**config.mk**
```make
export PLATFORM = sky130hd
export DESIGN_NAME = ifmap_packer_flat
export DESIGN_NICKNAME = d
export VERILOG_FILES = /design/src/rtl/ifmap_pkg.sv /design/src/rtl/ifmap_packer_if.sv /design/src/rtl/ifmap_tag_gen.sv /design/src/rtl/ifmap_packer.sv /design/src/flat_wrapper.sv
export SDC_FILE = /design/constraint.sdc
export NUM_CORES = 1
export LEC_CHECK = 0
export CORE_MARGIN = 5
export CORE_UTILIZATION = 50
export CTS_CLUSTER_SIZE = 30
export DETAILED_ROUTE_END_ITERATION = 8
export MAX_ROUTING_LAYER = met4
export PLACE_DENSITY = 0.9
export RECOVER_POWER = 100
export SLEW_MARGIN = 25
export SYNTH_ARGS = -nofsm -noshare
export SYNTH_HDL_FRONTEND = slang
export SYNTH_HIERARCHICAL = 1
export SYNTH_SLANG_ARGS = --single-unit
```
**constraint.sdc**
```tcl
create_clock -name clk -period 12.12 [get_ports clk]
set_clock_uncertainty 0.2 [all_clocks]
set_input_delay 2.424 -clock clk [delete_from_list [all_inputs] [get_ports clk]]
set_output_delay 2.424 -clock clk [all_outputs]
set_load 0.03 [all_outputs]
```
**src/rtl/ifmap_pkg.sv**
```systemverilog
// Shared definitions for the IFMap packer: word tags and the packer state encoding.
package ifmap_pkg;

  localparam logic [1:0] TAG_MID    = 2'b00;
  localparam logic [1:0] TAG_END    = 2'b01;
  localparam logic [1:0] TAG_START  = 2'b10;
  localparam logic [1:0] TAG_SINGLE = 2'b11;

  typedef enum logic [1:0] {
    IDLE,
    FILL,
    WRITE,
    DONE
  } packer_state_t;

  // The tag bits are simply {first-of-row, last-of-row}, so a one-pixel row becomes TAG_SINGLE.
  function automatic logic [1:0] make_tag(input logic first, input logic last);
    return {first, last};
  endfunction

endpackage

```
**src/rtl/ifmap_packer_if.sv**
```systemverilog
// Pixel-stream and buffer-write signals between the IFMap packer and its environment.
interface ifmap_packer_if #(
  parameter int DATA_WIDTH = 16,
  parameter int PAR_WRITE  = 14
);
  localparam int WORD_WIDTH  = DATA_WIDTH + 2;
  localparam int COUNT_WIDTH = $clog2(PAR_WRITE + 1);

  logic [DATA_WIDTH-1:0]            pixel_in;
  logic                             pixel_valid;
  logic                             pixel_ready;
  logic                             buf_full;
  logic [WORD_WIDTH*PAR_WRITE-1:0]  IFMap_out;
  logic                             wen_IFMap_buffer;
  logic [COUNT_WIDTH-1:0]           wr_count;

  modport master (
    output pixel_in, pixel_valid, buf_full,
    input  pixel_ready, IFMap_out, wen_IFMap_buffer, wr_count
  );

  modport slave (
    input  pixel_in, pixel_valid, buf_full,
    output pixel_ready, IFMap_out, wen_IFMap_buffer, wr_count
  );
endinterface

```
**src/rtl/ifmap_tag_gen.sv**
```systemverilog
// Tracks column/row of the next pixel within the image and produces its tag and a last-of-image flag.
module ifmap_tag_gen
  import ifmap_pkg::*;
#(
  parameter int ROW_LEN_SIZE = 5
) (
  input  logic                    clk,
  input  logic                    rst,
  input  logic                    load,
  input  logic                    advance,
  input  logic [ROW_LEN_SIZE-1:0] row_len,
  input  logic [ROW_LEN_SIZE-1:0] row_cnt,
  output logic [1:0]              tag,
  output logic                    image_last
);

  logic [ROW_LEN_SIZE-1:0] len_q;
  logic [ROW_LEN_SIZE-1:0] cnt_q;
  logic [ROW_LEN_SIZE-1:0] col;
  logic [ROW_LEN_SIZE-1:0] row;
  logic                    col_last;

  assign col_last   = (col == len_q - ROW_LEN_SIZE'(1));
  assign tag        = make_tag(col == '0, col_last);
  assign image_last = col_last && (row == cnt_q - ROW_LEN_SIZE'(1));

  always_ff @(posedge clk or posedge rst) begin
    if (rst) begin
      len_q <= '0;
      cnt_q <= '0;
      col   <= '0;
      row   <= '0;
    end else if (load) begin
      len_q <= row_len;
      cnt_q <= row_cnt;
      col   <= '0;
      row   <= '0;
    end else if (advance) begin
      if (col_last) begin
        col <= '0;
        row <= row + ROW_LEN_SIZE'(1);
      end else begin
        col <= col + ROW_LEN_SIZE'(1);
      end
    end
  end

endmodule

```
**src/rtl/ifmap_packer.sv**
```systemverilog
// Packs tagged pixels into PAR_WRITE-word beats for the IFMap buffer.
// Define IFMAP_PACKER_ERR_EN to enable the sticky protocol error flag.
module ifmap_packer
  import ifmap_pkg::*;
#(
  parameter int DATA_WIDTH   = 16,
  parameter int PAR_WRITE    = 14,
  parameter int ROW_LEN_SIZE = 5
) (
  input  logic                    clk,
  input  logic                    rst,
  input  logic                    start,
  input  logic [ROW_LEN_SIZE-1:0] row_len,
  input  logic [ROW_LEN_SIZE-1:0] row_cnt,
  output logic                    done,
  output logic                    err,
  ifmap_packer_if.slave           bus
);

  localparam int WORD_WIDTH  = DATA_WIDTH + 2;
  localparam int COUNT_WIDTH = $clog2(PAR_WRITE + 1);
  localparam int SLOT_WIDTH  = (PAR_WRITE > 1) ? $clog2(PAR_WRITE) : 1;

  packer_state_t                   state;
  packer_state_t                   next_state;
  logic [SLOT_WIDTH-1:0]           slot_idx;
  logic [COUNT_WIDTH-1:0]          fill_count;
  logic [WORD_WIDTH-1:0]           slots [PAR_WRITE];
  logic [WORD_WIDTH*PAR_WRITE-1:0] packed_beat;
  logic                            beat_last;
  logic                            load;
  logic                            accept;
  logic                            beat_full;
  logic                            ready;
  logic                            wen;
  logic                            done_pulse;
  logic [1:0]                      tag;
  logic                            image_last;

  assign load      = (state == IDLE) && start && (row_len != '0) && (row_cnt != '0);
  assign accept    = (state == FILL) && bus.pixel_valid;
  assign beat_full = (slot_idx == SLOT_WIDTH'(PAR_WRITE - 1));

  ifmap_tag_gen #(
    .ROW_LEN_SIZE (ROW_LEN_SIZE)
  ) u_tag_gen (
    .clk        (clk),
    .rst        (rst),
    .load       (load),
    .advance    (accept),
    .row_len    (row_len),
    .row_cnt    (row_cnt),
    .tag        (tag),
    .image_last (image_last)
  );

  always_ff @(posedge clk or posedge rst) begin
    if (rst) state <= IDLE;
    else     state <= next_state;
  end

  always_comb begin
    next_state = state;
    ready      = 1'b0;
    wen        = 1'b0;
    done_pulse = 1'b0;
    case (state)
      IDLE: if (load) next_state = FILL;
      FILL: begin
        ready = 1'b1;
        if (accept && (beat_full || image_last)) next_state = WRITE;
      end
      WRITE: begin
        wen = !bus.buf_full;
        if (!bus.buf_full) next_state = beat_last ? DONE : FILL;
      end
      DONE: begin
        done_pulse = 1'b1;
        next_state = IDLE;
      end
      default: next_state = IDLE;
    endcase
  end

  // Slots are zeroed after every write so a short final beat reads zero above wr_count.
  always_ff @(posedge clk or posedge rst) begin
    if (rst) begin
      slot_idx   <= '0;
      fill_count <= '0;
      beat_last  <= 1'b0;
      for (int i = 0; i < PAR_WRITE; i++) slots[i] <= '0;
    end else begin
      if (load) beat_last <= 1'b0;
      if (accept) begin
        slots[slot_idx] <= {tag, bus.pixel_in};
        slot_idx        <= slot_idx + SLOT_WIDTH'(1);
        fill_count      <= fill_count + COUNT_WIDTH'(1);
        if (image_last) beat_last <= 1'b1;
      end
      if (wen) begin
        slot_idx   <= '0;
        fill_count <= '0;
        beat_last  <= 1'b0;
        for (int i = 0; i < PAR_WRITE; i++) slots[i] <= '0;
      end
    end
  end

  always_comb begin
    packed_beat = '0;
    for (int i = 0; i < PAR_WRITE; i++) packed_beat[i*WORD_WIDTH +: WORD_WIDTH] = slots[i];
  end

  assign bus.pixel_ready      = ready;
  assign bus.wen_IFMap_buffer = wen;
  assign bus.IFMap_out        = packed_beat;
  assign bus.wr_count         = fill_count;
  assign done                 = done_pulse;

`ifdef IFMAP_PACKER_ERR_EN
  logic err_q;

  always_ff @(posedge clk or posedge rst) begin
    if (rst) err_q <= 1'b0;
    else if ((bus.pixel_valid && (state == IDLE || state == DONE)) || (start && state != IDLE))
      err_q <= 1'b1;
  end

  assign err = err_q;
`else
  assign err = 1'b0;
`endif

endmodule

```
**src/flat_wrapper.sv**
```systemverilog
// flat-port wrapper written by rule: the top's interface ports become plain ports
module ifmap_packer_flat import ifmap_pkg::*;
#(
  parameter int DATA_WIDTH   = 16,
  parameter int PAR_WRITE    = 14,
  parameter int ROW_LEN_SIZE = 5
)
  (clk, rst, start, row_len, row_cnt, done, err, bus_pixel_in, bus_pixel_valid, bus_buf_full, bus_pixel_ready, bus_IFMap_out, bus_wen_IFMap_buffer, bus_wr_count);
  ifmap_packer_if #(.DATA_WIDTH(DATA_WIDTH), .PAR_WRITE(PAR_WRITE)) bus_i ();
  input  logic clk;
  input  logic rst;
  input  logic start;
  input  logic [ROW_LEN_SIZE-1:0] row_len;
  input  logic [ROW_LEN_SIZE-1:0] row_cnt;
  output logic done;
  output logic err;
  input wire logic [$bits(bus_i.pixel_in)-1:0] bus_pixel_in;
  input wire logic [$bits(bus_i.pixel_valid)-1:0] bus_pixel_valid;
  input wire logic [$bits(bus_i.buf_full)-1:0] bus_buf_full;
  output wire logic [$bits(bus_i.pixel_ready)-1:0] bus_pixel_ready;
  output wire logic [$bits(bus_i.IFMap_out)-1:0] bus_IFMap_out;
  output wire logic [$bits(bus_i.wen_IFMap_buffer)-1:0] bus_wen_IFMap_buffer;
  output wire logic [$bits(bus_i.wr_count)-1:0] bus_wr_count;
  assign bus_i.pixel_in = bus_pixel_in;
  assign bus_i.pixel_valid = bus_pixel_valid;
  assign bus_i.buf_full = bus_buf_full;
  assign bus_pixel_ready = bus_i.pixel_ready;
  assign bus_IFMap_out = bus_i.IFMap_out;
  assign bus_wen_IFMap_buffer = bus_i.wen_IFMap_buffer;
  assign bus_wr_count = bus_i.wr_count;
  ifmap_packer #(.DATA_WIDTH(DATA_WIDTH), .PAR_WRITE(PAR_WRITE), .ROW_LEN_SIZE(ROW_LEN_SIZE)) u_core (.clk(clk), .rst(rst), .start(start), .row_len(row_len), .row_cnt(row_cnt), .done(done), .err(err), .bus(bus_i));
endmodule
```
==> metrics.txt, run 1 <==
status complete, but fails checks; violated checks max-capacitance violations, max-slew violations; number of global-route vias before repair 11200; port bufs 289; I/O pins 291; DR vias 11800; Clock Tree Root clkbuf_16; P&R area growth vs syn 29.2%; Post-DRT Antenna Nets 0; post_cts resized 0; unrepaired setup endpoints after global routing false; type of the worst setup path in2reg; post-route setup TNS 0 ps; # hold bufs at CTS 0; CTS buffer count 29; HPWL after DPL 28100 microns; Pwr per Cell Area 252 mW/mm^2; total wire length 44000 microns; critical path peak fanout 104; Main synth FF type dfrtp_1; Yosys Warn Count 6; CTS tree yes; worst slew pin tran 4810 ps; Synth Cell Area 0.0127 sq mm; CTS max path bufs 3; register area share after synthesis 55.9%; Initial Util 50.6%; Worst setup EP type flop; Synth Instances 1307; Yosys reg bits 283; CP startpoint kind primary input; DR iter-0 viols 2077; drt pass-1 iters 7; ys async rst share 100%; Post-Layout Inst Area 0.0164 sq mm; data arrival time of the worst path 8790 ps; Setup Viol. Count Final 0; Diodes inserted 0; final period demand of the worst path 8560 ps; CTS Sinks 283; Mapped Nets 1348; Max transition margin -223%; fin crit share 70.6%; Die Ht 169 microns; initial antenna violation count 0; Setup Fix Bufs, Post-CTS 0; core area 0.0250 sq mm; grt ovf 0; maxcap violations 2; largest net degree at the start of global routing 109; layout cells sized above 1 6.22%; Max Freq 0.117 GHz; peak supply drop 0.255 mV; drt drc 0; Avg Cell Area, Syn 9.69 sq um; Avg Vias per Cell 6.33; die width 169 microns; EDFF count, synth 0; WP data required 12350 ps; Max Slew Vio Count 214; final hold viol count 0; Placed Area 0.0154 sq mm; Cell Count, Final, Fillers Out 1857; Yosys cell types 54; Final Wtd Congestion 0.846; nets@finish 1546; worst hold slack 323 ps; Wirelength per Cell 23.7 microns; gr usage total 30.5%; Die Area 0.0286 sq mm; P_leak 7.49 nW; worst skew pair latency 550 ps; H-tree depth 1; # rows 58; Finished Core Util 65.3%; first-pass GRT wire length 66800 microns; Hold/Removal Path Class reg2reg; Worst-path clk slew 60 ps; post-placement cell count 1802
## synth_stat cells (all sizes together), types with 2 or more instances
library cell,count,share of area [%]
dfrtp,283,56
o21ai,263,10
nand3,189,7.5
nand2,125,3.7
a21oi,97,3.8
clkbuf,74,2.2
buf,73,3.7
o211ai,73,4.8
inv,16,0.47
nor2,16,0.81
ha,10,0.99
nand3b,8,0.47
xnor2,8,0.55
mux2,6,0.53
nand2b,6,0.30
or3,6,0.30
and3b,5,0.35
mux2i,5,0.40
xor2,5,0.35
and3,4,0.20
a22o,3,0.21
a31oi,3,0.15
and2,3,0.15
nor2b,3,0.15
nor3,3,0.12
or4,3,0.18
or3b,2,0.14
## final cells by class
| type | instances | area, sq um |
|---|---|---|
| multi-input combinational | 861 | 4730 |
| inverter | 16 | 62.6 |
| tap | 330 | 413 |
| clock buffer | 39 | 813 |
| sequential | 283 | 7080 |
| clock inverter | 14 | 160 |
| fill | 1878 | 8680 |
| timing repair buffer | 314 | 3100 |
## worst paths after layout
check	slack, ps	from	endpoint	cells past startpoint
setup / recovery	3560	bus_buf_full	u_core/bus.IFMap_out[166]	6
hold / removal	320	u_core/bus.IFMap_out[7]	u_core/bus.IFMap_out[7]	2
setup reg to reg	5410	u_core/state[0]	u_core/bus.IFMap_out[166]	5
hold reg to reg	320	u_core/bus.IFMap_out[7]	u_core/bus.IFMap_out[7]	2
max in group asynchronous	5580	rst	u_core/bus.IFMap_out[43]	4
min in group asynchronous	2290	rst	u_core/u_tag_gen/col[0]	2
## kinds of logic after synthesis
logic type,synth area share [%]
fa+ha+maj,0.988
flops,55.9
compound gates,20.0
xor+xnor,0.899
buf+inv,6.43
simple gates,14.8
other cells,0.0296
mux,0.929
## metrics by stage
step,setup WS [ps],total power [mW]
floorplan,2260,2.55
global placement,5520,3.24
detailed placement,5510,3.30
CTS,5510,4.22
global route,3300,4.30
finish,3560,4.12
## metal layers
metal	track usage [%]	vias up	wire, microns
met5	-	-	0
met4	13.0	0	2130
met3	5.86	150	4950
met2	48.0	858	21100
met1	38.9	5731	15800
li1	-	5020	-
## power by group
group,internal [mW],switching (mW),total [mW]
Clock,0.535,0.379,0.913
Combinational,0.574,1.19,1.77
Sequential,1.22,0.219,1.44
Total,2.33,1.79,4.12
## registers in the layout, indices dropped and copies added, names as in the netlist
register                count
u_core/state                2
u_core/u_tag_gen/row        5
u_core/u_tag_gen/col        5
u_core/u_tag_gen/len_q      5
u_core/bus.IFMap_out      252
u_core/beat_last            1
u_core/bus.wr_count         4
u_core/slot_idx             4
u_core/u_tag_gen/cnt_q      5
## critical path, stage by stage
cell,delay (ps)
dlygate4sd3_1,570
or3b_1,170
buf_4,630
clkbuf_1,3200
nand2_1,1170
mux2i_1,460
## cell usage in the layout (no fill, tap or decap), types with 2 or more instances in the layout
cell,synthesis,routed
a21oi_1,97,97
a22o_1,3,3
a31oi_1,3,3
and2_0,0,2
and3_1,4,4
and3b_1,5,4
buf_4,7,17
buf_6,16,3
bufinv_16,0,3
clkbuf_1,71,9
clkbuf_16,0,29
clkbuf_8,0,5
clkdlybuf4s50_1,0,26
clkinv_2,0,7
clkinvlp_4,0,3
dfrtp_1,283,283
dlygate4sd3_1,0,263
ha_1,10,10
inv_1,15,14
inv_6,0,2
mux2_2,6,6
mux2i_1,5,5
nand2_1,123,125
nand2b_1,6,6
nand3_1,188,189
nand3b_1,8,8
nor2_1,12,14
nor2b_1,3,3
nor3_1,3,3
o211ai_1,62,62
o211ai_2,11,11
o21ai_0,241,259
o21ai_1,22,4
or3_1,6,6
or4_1,3,3
xnor2_1,8,8
xor2_1,5,5
(Power assumes the default switching activity.)
==> run 2: changes to the inputs <==
- CORE_UTILIZATION: 50 -> 46
- PLACE_DENSITY: 0.9 -> 0.87
- clock period: 12.12 -> 7.23 ns (I/O delays scaled with it)
==> metrics.txt, run 2 (synthesis results as in run 1) <==
Avg Vias per Cell 6.17; Max Freq 0.182 GHz; Largest register FFs 252; initial antenna violation count 0; CTS Sinks 283; Final Wtd Congestion 0.856; CTS tree yes; final period demand of the worst path 5500 ps; core area 0.0270 sq mm; # rows 60; M3 GR Usage 5.77%; GRT busiest layer met2; Post-DRT Antenna Nets 0; DR vias 11500; GR Layer Usage met1 37.0%; R2R setup slack 1730 ps; Setup Fix Bufs, Post-CTS 0; I/O pins 291; M2 GR Usage 43.7%; number of global-route vias before repair 11200; Diodes inserted 0; highest-count cells in the layout ignoring fill and taps dfrtp_1, dlygate4sd3_1, o21ai_0, nand3_1, nand2_1; P&R area growth vs syn 29.7%; largest net degree at the start of global routing 151; layout cells sized above 1 6.35%; status complete, but fails checks; nets@finish 1547; DR iter-0 viols 1561; total wire length 43800 microns; Worst-path clk slew 60 ps; worst skew pair latency 550 ps; Die Area 0.0309 sq mm; type of the worst setup path reg2reg; data arrival time of the worst path 5760 ps; Clock Tree Root clkbuf_16; P_leak 7.53 nW; Worst setup EP type flop; post-route setup TNS 0 ps; gr usage total 28.2%; CTS buffer count 30; final hold viol count 0; Max transition margin -135%; maxcap violations 5; peak supply drop 0.312 mV; CP startpoint kind flop; first-pass GRT wire length 66900 microns; port bufs 289; H-tree depth 1; most common cell after layout, fill and taps aside dfrtp_1; drt pass-1 iters 6; critical path peak fanout 81; fin crit share 76.1%; worst hold slack 322 ps; Max Slew Vio Count 306; Pwr per Cell Area 423 mW/mm^2; Setup Viol. Count Final 0; Initial Util 46.8%; unrepaired setup endpoints after global routing false; WP data required 7480 ps; grt ovf 0; worst slew pin tran 3530 ps; Hold/Removal Path Class reg2reg; die width 176 microns; HPWL after DPL 28200 microns; Wirelength per Cell 23.4 microns; drt drc 0; post_cts resized 0; Die Ht 176 microns; # hold bufs at CTS 0; violated checks max-capacitance violations, max-slew violations; CTS max path bufs 3
==> run 2: metrics by stage <==
stage / instances / power [mW] / utilization (%) / area (sq um) / worst slack [ps]
4_1_cts: 1868 / 7.13 / 60.9 / 16500 / 2560
2_1_floorplan: 1307 / 4.28 / - / 12700 / 2110
5_1_grt: 1869 / 7.26 / 60.8 / 16400 / 1420
3_3_place_gp: 1812 / 5.44 / 57.1 / 15400 / 2570
3_5_place_dp: 1814 / 5.54 / 57.2 / 15500 / 2570
6_report: 1869 / 6.94 / 60.8 / 16400 / 1730
==> run 2: final timing paths <==
path | start | end | cells past startpoint
worst max-delay path | u_core/state[0] | u_core/bus.IFMap_out[164] | 5
worst min-delay path | u_core/bus.IFMap_out[173] | u_core/bus.IFMap_out[173] | 2
worst max register to register | u_core/state[0] | u_core/bus.IFMap_out[164] | 5
worst min register to register | u_core/bus.IFMap_out[173] | u_core/bus.IFMap_out[173] | 2
max in group asynchronous | rst | u_core/bus.IFMap_out[117] | 4
min in group asynchronous | rst | u_core/bus.IFMap_out[242] | 2
==> run 2: worst max-delay path, cell delays in order (launching register included) <==
cell and delay (ps):
dfrtp_1 540, nor3b_1 1090, buf_4 490, clkbuf_1 2520
nand3_1 280, o21ai_0 240
==> run 2: report_power, final <==
| part | leakage, nW | internal (mW) | switching, mW |
|---|---|---|---|
| sequential | 3.85 | 2.05 | 0.354 |
| combinational | 3.19 | 0.958 | 2.01 |
| clock | 0.489 | 0.934 | 0.639 |
==> run 2: final cells by class <==
type | instances | area, sq um
Tap cell | 341 | 427
Multi-Input combinational cell | 861 | 4760
Inverter | 16 | 62.6
Fill cell | 2158 | 10600
Clock inverter | 16 | 201
Timing Repair Buffer | 314 | 3080
Sequential cell | 283 | 7080
Clock buffer | 38 | 811
==> run 2: routing by layer <==
layer | wire, microns | share of wire (%) | vias to the layer above
li1 | - | - | 5020
met1 | 17100 | 39 | 5623
met2 | 20600 | 47 | 771
met3 | 4330 | 9.9 | 116
met4 | 1830 | 4.2 | 0
met5 | 0 | 0 | -
==> run 3: changes to the inputs <==
- CORE_UTILIZATION: 46 -> 50
- PLACE_DENSITY: 0.87 -> 0.9
- clock period: 7.23 -> 5.7 ns (I/O delays scaled with it)
==> metrics.txt, run 3 (synthesis results as in run 1) <==
maxcap violations 3; I/O pins 291; Max Freq 0.219 GHz; Max Used Layer met4; H-tree depth 1; Max Slew Vio Count 270; violated checks max-capacitance violations, max-slew violations; P&R area growth vs syn 29.7%; initial antenna violation count 0; Die Area 0.0286 sq mm; worst skew pair latency 540 ps; CTS max path bufs 3; P_leak 7.55 nW; WP data required 4360 ps; final worst slack 1130 ps; Die Ht 169 microns; FF+latch area 0.00708 sq mm; Pwr per Cell Area 540 mW/mm^2; Initial Util 50.6%; start of the worst register-to-register path u_core/state[0]; Finished Core Util 65.6%; type of the worst setup path in2out; port bufs 289; # hold bufs at CTS 0; fin crit share 80.1%; worst slew pin tran 1940 ps; cell repeated most along the worst path dlygate4sd3_1; unrepaired setup endpoints after global routing false; routed wl met3 4080 microns; Worst-path clk slew 60 ps; worst hold start u_core/bus.IFMap_out[181]; highest-count cells in the layout ignoring fill and taps dfrtp_1, dlygate4sd3_1, o21ai_0, nand3_1, nand2_1; CTS Sinks 283; peak supply drop 0.371 mV; Post-DRT Antenna Nets 0; most common cell after layout, fill and taps aside dfrtp_1; gr usage total 30.8%; layout cells sized above 1 6.18%; area of the multi-input gates 0.00476 sq mm; drt pass-1 iters 8; met2 wire length 21200 microns; worst r2r dst u_core/bus.IFMap_out[113]; status complete, but fails checks; Avg Vias per Cell 6.26; Wirelength per Cell 24.0 microns; final hold viol count 0; R2R setup slack 2130 ps; critical path peak fanout 8; Final Total Pwr 8.87 mW; critical path's slowest cell dlygate4sd3_1; CTS buffer count 29; Largest register FFs 252; Largest stage delay, worst path 750 ps; total wire length 44300 microns; Max transition margin -29.7%; Hold/Removal Path Class reg2reg; DR iter-0 viols 1861; CTS tree yes; Crit path max-delay family buffers and inverters; placement-stage worst setup slack 1540 ps; Hold Path Sink u_core/bus.IFMap_out[181]; post-route setup TNS 0 ps; Setup Viol. Count Final 0; nets@finish 1541; DR vias 11600; data arrival time of the worst path 3230 ps; post_cts resized 0; # rows 58; Final Wtd Congestion 0.902; met1 WL 16600 microns; core area 0.0250 sq mm; grt ovf 0; reg2reg path depth 4; number of global-route vias before repair 11200; Setup Fix Bufs, Post-CTS 0; CP startpoint kind primary input; Clock Tree Root clkbuf_16; Diodes inserted 0; critical path cell sequence dlygate4sd3_1 -> or3b_1 -> clkinvlp_2 -> dlygate4sd3_1; die width 169 microns; Worst setup EP type primary output; HPWL after DPL 28300 microns; Hold Path Stages 2; largest net degree at the start of global routing 130; worst hold slack 327 ps; Bufs and invs on worst path 3; first-pass GRT wire length 67500 microns; drt drc 0; Filler cells 1911; final period demand of the worst path 4570 ps
-- run 3: cell types whose count changed in the layout (fill, tap and decap cells not counted), sizes merged --
cell / previous run / this run
inv: 14 / 15
clkinvlp: 6 / 2
clkbuf: 45 / 43
bufinv: 4 / 5
clkinv: 8 / 7
buf: 18 / 16
-- run 3: area by class of cell --
| cell class | instances | area share (%) |
|---|---|---|
| clock buffer | 39 | 5.07 |
| clock inverter | 13 | 1.20 |
| inverter | 16 | 0.381 |
| multi-input combinational | 861 | 29.0 |
| sequential | 283 | 43.1 |
| tap | 330 | 2.51 |
| timing repair buffer | 309 | 18.7 |
-- run 3: routing by layer --
layer | vias to the layer above | GRT usage [%]
met3 | 131 | 5.42
met2 | 755 | 48.4
met5 | - | -
met4 | 0 | 14.6
li1 | 5010 | -
met1 | 5695 | 39.0
-- run 3: how the worst max path moves through the flow --
stage	start	endpoint	slack, ps	cells after the start
floorplan	rst	u_core/beat_last	890	1
global placement	bus_buf_full	bus_wen_IFMap_buffer	1580	4
detailed placement	bus_buf_full	bus_wen_IFMap_buffer	1540	4
CTS	bus_buf_full	bus_wen_IFMap_buffer	1530	4
global route	bus_buf_full	bus_wen_IFMap_buffer	1080	4
finish	bus_buf_full	bus_wen_IFMap_buffer	1130	4
-- run 3: power by group --
part           switching (mW)  total (mW)  internal [mW]
combinational            2.55        3.76           1.22
clock                   0.791        2.04           1.25
sequential              0.467        3.06           2.60
total                    3.81        8.87           5.06
-- run 3: per-stage QoR --
step / instance area, sq um / instances
2_1_floorplan: 12700 / 1307
3_5_place_dp: 15400 / 1798
6_report: 16400 / 1851
5_1_grt: 16400 / 1851
4_1_cts: 16400 / 1850
3_3_place_gp: 15400 / 1798
-- run 3: worst register-to-register path, cell delays in order, from the launching register on --
cell and delay, ps:
dfrtp_1 550, or3b_1 470, clkbuf_2 1270, nand2_1 630
o21ai_0 360
